### config.mk
export PLATFORM = sky130hd
export DESIGN_NAME = lcd_cmd_seq_flat
export DESIGN_NICKNAME = d
export VERILOG_FILES = /design/src/rtl/lcd_cmd_seq_pkg.sv /design/src/rtl/lcd_cmd_seq_if.sv /design/src/rtl/lcd_cmd_seq.sv /design/src/flat_wrapper.sv
export SDC_FILE = /design/constraint.sdc
export NUM_CORES = 1
export LEC_CHECK = 0
export CORE_MARGIN = 4
export CORE_UTILIZATION = 40
export CTS_CLUSTER_SIZE = 8
export DETAILED_ROUTE_END_ITERATION = 6
export HOLD_SLACK_MARGIN = 0.12
export PLACE_DENSITY = 0.67
export SLEW_MARGIN = 5
export SYNTH_ARGS = -nofsm -noshare
export SYNTH_HDL_FRONTEND = slang
export SYNTH_SLANG_ARGS = --single-unit
### constraint.sdc
create_clock -name clk -period 1.7 [get_ports clk]
set_input_delay 0.425 -clock clk [delete_from_list [all_inputs] [get_ports clk]]
set_output_delay 0.425 -clock clk [all_outputs]
set_load 0.005 [all_outputs]
### src/rtl/lcd_cmd_seq_pkg.sv
// Shared definitions for the LCD command sequencer: command codes, image geometry
// and FSM state encodings.
package lcd_cmd_seq_pkg;

  localparam int LCD_W = 12;
  localparam int LCD_H = 9;
  localparam int NPIX  = LCD_W * LCD_H;

  typedef enum logic [2:0] {
    CMD_LOAD    = 3'd0,
    CMD_ZOOMIN  = 3'd1,
    CMD_ZOOMFIT = 3'd2,
    CMD_RIGHT   = 3'd3,
    CMD_LEFT    = 3'd4,
    CMD_UP      = 3'd5,
    CMD_DOWN    = 3'd6,
    CMD_BAD     = 3'd7
  } cmd_e;

  localparam logic [3:0] ST_IDLE     = 4'd0;
  localparam logic [3:0] ST_FETCH    = 4'd1;
  localparam logic [3:0] ST_DECODE   = 4'd2;
  localparam logic [3:0] ST_WAIT_RDY = 4'd3;
  localparam logic [3:0] ST_ISSUE    = 4'd4;
  localparam logic [3:0] ST_STREAM   = 4'd5;
  localparam logic [3:0] ST_WAIT_HI  = 4'd6;
  localparam logic [3:0] ST_WAIT_LO  = 4'd7;
  localparam logic [3:0] ST_FIN      = 4'd8;

endpackage

### src/rtl/lcd_cmd_seq_if.sv
// Command/pixel handshake between the sequencer (master) and the LCD controller (slave).
interface lcd_cmd_seq_if;
  import lcd_cmd_seq_pkg::*;

  cmd_e       cmd;
  logic       cmd_valid;
  logic [7:0] datain;
  logic       busy;

  modport master (output cmd, cmd_valid, datain, input busy);
  modport slave  (input cmd, cmd_valid, datain, output busy);

endinterface

### src/rtl/lcd_cmd_seq.sv
// Walks the command script ROM, issues each command to the LCD controller under the
// busy handshake and streams the image on LOAD.
//
// state    | meaning
// IDLE     | waiting for start; done/err hold their last result
// FETCH    | script ROM read latency
// DECODE   | classify entry: end, illegal, or command
// WAIT_RDY | hold until controller is not busy
// ISSUE    | one-cycle cmd_valid strobe
// STREAM   | NPIX pixels on datain, one per cycle
// WAIT_HI  | wait for controller to show busy (accepted)
// WAIT_LO  | wait for busy to drop (complete), advance script
// FIN      | raise done
module lcd_cmd_seq
  import lcd_cmd_seq_pkg::*;
#(
  parameter int SCR_AW = 5,
  parameter int IMG_AW = 7
) (
  input  logic               clk,
  input  logic               reset,
  input  logic               start,
  output logic [SCR_AW-1:0]  scr_addr,
  input  logic [3:0]         scr_data,
  output logic [IMG_AW-1:0]  img_addr,
  input  logic [7:0]         img_data,
  lcd_cmd_seq_if.master      lcd,
  output logic               done,
  output logic               err
);

  localparam int                 PIX_W    = $clog2(NPIX);
  localparam logic [IMG_AW-1:0]  IMG_LAST = IMG_AW'(NPIX - 1);
  localparam logic [SCR_AW-1:0]  SCR_LAST = '1;

  logic [3:0]       state;
  cmd_e             cur_cmd;
  logic [PIX_W-1:0] pix_cnt;
  logic [7:0]       datain_q;

  // The image address is parked at 0 from DECODE so pixel 0 is already out of the
  // synchronous memory during ISSUE; STREAM then passes img_data straight through.
  always_ff @(posedge clk or posedge reset) begin
    if (reset) begin
      state    <= ST_IDLE;
      scr_addr <= '0;
      img_addr <= '0;
      cur_cmd  <= CMD_LOAD;
      lcd.cmd  <= CMD_LOAD;
      pix_cnt  <= '0;
      datain_q <= '0;
      done     <= 1'b0;
      err      <= 1'b0;
    end else begin
      case (state)
        ST_IDLE: begin
          if (start) begin
            scr_addr <= '0;
            done     <= 1'b0;
            err      <= 1'b0;
            state    <= ST_FETCH;
          end
        end
        ST_FETCH: state <= ST_DECODE;
        ST_DECODE: begin
          cur_cmd <= cmd_e'(scr_data[2:0]);
          if (scr_data[3]) begin
            state <= ST_FIN;
          end else if (scr_data[2:0] == CMD_BAD) begin
            err   <= 1'b1;
            state <= ST_FIN;
          end else begin
            if (scr_data[2:0] == CMD_LOAD) img_addr <= '0;
            state <= ST_WAIT_RDY;
          end
        end
        ST_WAIT_RDY: begin
          if (!lcd.busy) begin
            lcd.cmd <= cur_cmd;
            state   <= ST_ISSUE;
          end
        end
        ST_ISSUE: begin
          if (cur_cmd == CMD_LOAD) begin
            img_addr <= img_addr + 1'b1;
            pix_cnt  <= PIX_W'(NPIX - 1);
            state    <= ST_STREAM;
          end else begin
            state <= ST_WAIT_HI;
          end
        end
        ST_STREAM: begin
          datain_q <= img_data;
          if (img_addr != IMG_LAST) img_addr <= img_addr + 1'b1;
          if (pix_cnt == '0) state <= ST_WAIT_HI;
          else               pix_cnt <= pix_cnt - 1'b1;
        end
        ST_WAIT_HI: begin
          if (lcd.busy) state <= ST_WAIT_LO;
        end
        ST_WAIT_LO: begin
          if (!lcd.busy) begin
            if (scr_addr == SCR_LAST) begin
              state <= ST_FIN;
            end else begin
              scr_addr <= scr_addr + 1'b1;
              state    <= ST_FETCH;
            end
          end
        end
        ST_FIN: begin
          done  <= 1'b1;
          state <= ST_IDLE;
        end
        default: state <= ST_IDLE;
      endcase
    end
  end

  assign lcd.cmd_valid = (state == ST_ISSUE);
  assign lcd.datain    = (state == ST_STREAM) ? img_data : datain_q;

endmodule
### src/flat_wrapper.sv
// flat-port wrapper written by rule: the top's interface ports become plain ports
module lcd_cmd_seq_flat import lcd_cmd_seq_pkg::*;
#(
  parameter int SCR_AW = 5,
  parameter int IMG_AW = 7
)
  (clk, reset, start, scr_addr, scr_data, img_addr, img_data, done, err, lcd_cmd, lcd_cmd_valid, lcd_datain, lcd_busy);
  lcd_cmd_seq_if lcd_i ();
  input  logic clk;
  input  logic reset;
  input  logic start;
  output logic [SCR_AW-1:0] scr_addr;
  input  logic [3:0] scr_data;
  output logic [IMG_AW-1:0] img_addr;
  input  logic [7:0] img_data;
  output logic done;
  output logic err;
  output wire logic [$bits(lcd_i.cmd)-1:0] lcd_cmd;
  output wire logic [$bits(lcd_i.cmd_valid)-1:0] lcd_cmd_valid;
  output wire logic [$bits(lcd_i.datain)-1:0] lcd_datain;
  input wire logic [$bits(lcd_i.busy)-1:0] lcd_busy;
  assign lcd_cmd = lcd_i.cmd;
  assign lcd_cmd_valid = lcd_i.cmd_valid;
  assign lcd_datain = lcd_i.datain;
  assign lcd_i.busy = lcd_busy;
  lcd_cmd_seq #(.SCR_AW(SCR_AW), .IMG_AW(IMG_AW)) u_core (.clk(clk), .reset(reset), .start(start), .scr_addr(scr_addr), .scr_data(scr_data), .img_addr(img_addr), .img_data(img_data), .lcd(lcd_i), .done(done), .err(err));
endmodule
[Yosys cells after proc, flatten, opt, wreduce, memory -nomap -nowiden]
Cells that the tools add are included.
Cells by class
  add/subtract/negate cells: 3
  equality and inequality tests: 24
  muxes and demuxes: 29
  bitwise gates (word level): 1
  reduce and logical (&&, ||, !) cells: 16
Operators with widths (number)
  2-to-1 mux 7 bit: 7
  2-to-1 mux 4 bit: 8
  case mux 4 bit (8 select lines): 1
  case mux 7 bit (3 select lines): 1
  == test 4 x 3 -> 1 bit, second input constant: 4
  != test 2 bit, second input constant: 8
  2-to-1 mux 5 bit: 3
  case mux 7 bit (2 select lines): 1
  != test 2 x 1 -> 1 bit, second input constant: 5
  case mux 5 bit (2 select lines): 1
  == test 4 x 2 -> 1 bit, second input constant: 2
  2-to-1 mux 8 bit: 1
  AND reduction 4 bit: 2
  nonzero test 2 bit: 4
  adder 7 x 1 -> 7 bit, second input constant: 1
  logical NOT 7 bit: 1
  != test 7 bit, second input constant: 1
  subtractor 7 x 1 -> 7 bit, second input constant: 1
  logical NOT 3 bit: 2
  AND reduction 6 bit: 1
  adder 5 x 1 -> 5 bit, second input constant: 1
  == test 5 bit, second input constant: 1
  AND reduction 5 bit: 1
  == test 4 x 1 -> 1 bit, second input constant: 1
  other kinds (10): 14
Storage, ports and cells
  register bits: 39
  input port bits: 16
  output and inout bits: 26
  word-level logic and storage cells: 82

[Logic depth before layout (Yosys ltp)]
  depth in word-level cells: 5
  depth in mapped cells: 7
  depth with buffers taken out: 7

[Least setup slack after synthesis]
No wires, ideal clock.
  kind: reg2reg
  from: register u_core.state[1]
  to: register u_core.pix_cnt[4]
  setup time: 0.121 ns
  arrival: 1.655 ns
  required time: 1.579 ns
  slack: -0.076 ns
  cell stages (with the launch flop): 6
  buffers on the path: 2
  period minus slack after synthesis: 1.776 ns
  cell sequence: dfrtp_1 > or3b_1 > buf_2 > or3_1 > buf_2 > a22o_1
Between the ends
  cells in the longest elaborated chain, start to end: 3
  elaborated cells between the ends (all ways): 7
  those cells by class: 4 x eq/ne; 1 x mux; 2 x reduce/logical
Ends and longest elaborated chain
  start, declared: RTL line lcd_cmd_seq.sv:36  | logic [3:0] state;
  start signal, assigned: RTL line lcd_cmd_seq.sv:45  | state <= ST_IDLE;
  start signal, assigned: RTL line lcd_cmd_seq.sv:61  | state <= ST_FETCH;
  start signal, assigned: RTL line lcd_cmd_seq.sv:64  | ST_FETCH: state <= ST_DECODE;
  == test 4 x 3 -> 1 bit: RTL line lcd_cmd_seq.sv:55  | case (state)
  != test 2 bit (no line) (tied with other cells)
  AND reduction 3 bit (no line)
  end signal, assigned: RTL line lcd_cmd_seq.sv:86  | pix_cnt <= PIX_W'(NPIX - 1);
  end signal, assigned: RTL line lcd_cmd_seq.sv:96  | else pix_cnt <= pix_cnt - 1'b1;
  end, declared: RTL line lcd_cmd_seq.sv:38  | logic [PIX_W-1:0] pix_cnt;
Parallel ways exist; a longest one is shown, timed or not.
A chain may end at the register's enable or synchronous reset.

[Worst setup path after layout]
  from: register u_core.state[1]
  to: output lcd_datain[0]
Between the ends
  cells in the longest elaborated chain, start to end: 2
Ends and longest elaborated chain
  == test 4 x 3 -> 1 bit: RTL line lcd_cmd_seq.sv:121  | assign lcd.datain = (state == ST_STREAM) ? img_data : datain_q;
  2-to-1 mux 8 bit: RTL line lcd_cmd_seq.sv:121
  end, declared: RTL line flat_wrapper.sv:20  | output wire logic [$bits(lcd_i.datain)-1:0] lcd_datain;
No other way between the ends.

==> summary.txt <==
Die
  – Ports: 42
  – Initial Util: 0.426
  – Die height: 80.1 µm
  – Die Wd: around 80 µm
  – Number of rows in the core area: 25
  – Die ar.: 0.00642 mm²
  – Core Region: 0.00488 mm²

Timing
  – Clock period minus worst slack: 2.10 ns
  – Finish-stage setup viols: 23
  – Worst slew margin relative to its limit: 0.693
  – RSZ-0062 raised after global routing: yes
  – Pins Over Slew Limit: 0
  – Final clock period utilization by the worst path: 1.24
  – Transition at the pin with the smallest max-transition slack: 0.457 ns
  – Smallest setup slack after layout: -0.405 ns
  – Worst clock skew: 0.0109 ns
  – Final hold vios: 0
  – Hold slack: 0.486 ns
  – Peak clock frequency supported by timing: roughly 480 MHz

Pwr
  – Power density over cell area: 1630 mW/mm²
  – Reported leakage power: 1.70 nW
  – IR Drop Worst-Case VDD: about 0.86 mV

Cells and area
  – Final non-filler cell total: 399
  – Layout Cell Area excl Fill: ~0.0036 mm²
  – Number of antenna diodes: 0
  – Layout cells sized above 1: 0.494
  – Post-synthesis to final-layout area growth: 75.5%
  – Leading cell type in the layout, fill and taps excluded: sky130_fd_sc_hd__buf_4
  – Finished Core Util: 0.748
  – NumNets Final: 352
  – Commonest non-fill, non-tap cells in the layout: sky130_fd_sc_hd__buf_4, sky130_fd_sc_hd__dfrtp_1, sky130_fd_sc_hd__clkdlybuf4s50_1

Critical path
  – Worst stage delay on the critical path: 0.59 ns
  – Cells along the critical path: or4bb_4, buf_6, nand2_2, nand2_2, buf_6
  – Crit path launch type: flip-flop
  – Reg2reg end: u_core.img_addr[3]
  – Slack of the worst reg-to-reg path: -0.30 ns
  – Library cell contributing the largest single delay on the critical path: sky130_fd_sc_hd__or4bb_4
  – Crit path capture type: primary output
  – Maximum fanout along the worst path: 3
  – Register-to-Register Path Depth: 6
  – Arrival time of data at the critical path endpoint: 1.68 ns
  – Start-to-end type of the worst setup path: flip-flop to primary output
  – Critical path data required time: 1.27 ns
  – RR Startpoint: u_core.state[1]

Route
  – Average wire per standard cell: between 15 and 20 µm
  – Pre-antenna DRT Iters: 4
  – Via density: 5.34
  – Wire length reported by the detailed router: 6820 µm
  – DRC errors left: 0
  – Number of nets still failing antenna checks after routing: 0
  – Initial detailed-routing violation count: 130
  – Vias: about 2100

Logic synthesis
  – Synth top area cells: sky130_fd_sc_hd__dfrtp_1, sky130_fd_sc_hd__nand2_1, sky130_fd_sc_hd__o31ai_2
  – Share of the yosys chip area belonging to registers: 0.469
  – Number of synthesized register bits: 39
  – Fraction of the mapped netlist area in adder cells: 0.0301
  – Prevailing post-synth register cell: sky130_fd_sc_hd__dfrtp_1
  – Combinational family with the most area after synthesis: simple AND/OR/NAND/NOR gates
  – Post-Syn Instances: 213
  – Synthesized area per cell: 9.76 µm²
  – Top cell type's share of synthesized area: 0.469
  – EDFF count, synth: 0
  – Synthesized-area fraction occupied by xor and xnor cells: 0.0168
  – Summed instance area of the synthesized netlist: 0.00208 mm²
  – Multiplexer fraction of the synthesized cell area: 0.0475
  – Synth cell types: 45
  – Top cell type by total area after synthesis: sky130_fd_sc_hd__dfrtp_1
  – Asr flop ratio synth: 1.00
  – Area fraction in compound gates after synthesis: 0.167
  – Fraction of the mapped netlist area in simple logic gates: 0.238
  – Nets in the synthesized netlist: about 230
  – Count of yosys warnings during synthesis: 0

GRT
  – Congestion Overflow GR: 0
  – Global-route wire length before repair: 10200 µm
  – Maximum number of pins on one net before global-route repair: 40
  – Via count of the first global-routing pass: 2224
  – Total track usage: 0.200
  – Antenna violations before repair: 0

Clock tree
  – # clock sinks: 39
  – Clock tree root driver cell: sky130_fd_sc_hd__clkbuf_8
  – CTS Buf Count: 5
  – Post-CTS Hold Fix Bufs: 0
  – H-Tree Level Count: 2
  – Clock latency at the later pin of the worst-skew pair: 0.29 ns
  – Clock transition at the registers of the reported paths: 0.08 ns
  – Clock tree from TritonCTS: built
  – CTS max path bufs: 2

Placement
  – Number of cells in the design after placement: 362
  – Placer's final routability congestion estimate: 0.806
  – Detail Placement HPWL: 3570 µm
  – Instance area at placement: slightly below 0.003 mm²
  – Quantity of I/O buffers inserted on ports: 41

Run status
  – Status: finished with violations
  – Violations in the final reports: negative setup slack

Flow run
  – MaxCap Viol Count: 0

Min path
  – Worst min path class: input port to async pin
-- synthesized netlist by cell type, types with 2 or more instances --
library cell                n
sky130_fd_sc_hd__clkbuf_1   6
sky130_fd_sc_hd__dfrtp_1   39
sky130_fd_sc_hd__a31oi_1    3
sky130_fd_sc_hd__nand2b_1   2
sky130_fd_sc_hd__nand2_1   38
sky130_fd_sc_hd__nand3_1    6
sky130_fd_sc_hd__o21ai_1    2
sky130_fd_sc_hd__nor2_1    18
sky130_fd_sc_hd__nor4_1     3
sky130_fd_sc_hd__o221ai_1   2
sky130_fd_sc_hd__xnor2_1    2
sky130_fd_sc_hd__nor2b_1    2
sky130_fd_sc_hd__inv_1      6
sky130_fd_sc_hd__a21oi_1    7
sky130_fd_sc_hd__and3_1     5
sky130_fd_sc_hd__a22o_1     3
sky130_fd_sc_hd__ha_1       5
sky130_fd_sc_hd__or3_1      2
sky130_fd_sc_hd__o21ai_0    5
sky130_fd_sc_hd__xor2_1     2
sky130_fd_sc_hd__buf_2      4
sky130_fd_sc_hd__nor3_1     6
sky130_fd_sc_hd__o31ai_1    6
sky130_fd_sc_hd__mux2i_1    2
sky130_fd_sc_hd__mux2_2     7
sky130_fd_sc_hd__a22oi_1    2
sky130_fd_sc_hd__nand4b_1   2
sky130_fd_sc_hd__o31ai_2    8
sky130_fd_sc_hd__and2_1     2
-- per-layer routing --
layer,vias up,wire length [µm],share of wire,global-route usage
met5,-,0,0,0
met4,0,108,0.016,0.0608
met3,14,266,0.039,0.0336
met2,73,3600,0.53,0.353
met1,1036,2840,0.42,0.249
li1,1008,-,-,-
-- state kept, by name, summed over array words and instances (netlist names) --
name and flops:
u_core.cur_cmd 3, u_core.datain_q 8, u_core.done 1, u_core.err 1, u_core.img_addr 7, u_core.lcd.cmd 3
u_core.pix_cnt 7, u_core.scr_addr 5, u_core.state 4
-- where the power goes --
part           internal (mW)  switching (mW)
sequential              1.25           0.234
combinational           2.13            1.71
clock                  0.287           0.342
total                   3.68            2.28
-- critical path: cells and delay by family, from the launching register on --
family        cells  cell delay [ns]
buf+inv           2             0.27
flops             1             0.41
simple gates      3             0.71
-- worst max path at each step --
stage / from / endpoint / slack, ns / cells after the start
6_report: u_core.state[1] / lcd_datain[0] / -0.40 / 5
5_1_grt: u_core.state[3] / lcd_datain[1] / -0.45 / 5
4_1_cts: u_core.state[3] / lcd_datain[3] / -0.36 / 5
3_5_place_dp: u_core.state[1] / lcd_datain[3] / -0.41 / 4
3_3_place_gp: u_core.state[1] / lcd_datain[1] / -0.42 / 4
2_1_floorplan: u_core.state[3] / u_core.pix_cnt[4] / -0.02 / 5
-- layout make-up --
type | instances | area, µm²
clock buffers | 6 | 72.6
clock inverters | 2 | 12.5
fillers | 331 | 1230
inverters | 6 | 22.5
multi-input cells | 160 | 1380
flip-flops and latches | 39 | 978
well taps | 67 | 83.8
repair buffers | 119 | 1100
-- kinds of logic after synthesis --
logic type | after synthesis
simple gates | 96
fa+ha+maj | 5
mux | 9
flops | 39
xor+xnor | 4
compound gates | 44
buf+inv | 16
-- through the flow --
stage | setup TNS, ns | setup slack (ns) | total power, mW
4_1_cts | -6.18 | -0.363 | 5.47
3_5_place_dp | -7.76 | -0.407 | 4.01
5_1_grt | -7.49 | -0.449 | 6.35
6_report | -6.11 | -0.405 | 5.96
3_3_place_gp | -7.63 | -0.418 | 3.96
2_1_floorplan | -0.0244 | -0.0244 | 2.76
-- what timing repair did --
action / 4_1_cts / 5_1_grt
endpoints found under the setup margin: 32 / 42
pin swaps: 31 / 16
setup buffers: 24 / 14
cloned: 2 / 0
resized for setup: 102 / 52
(Power assumes the default switching activity.)
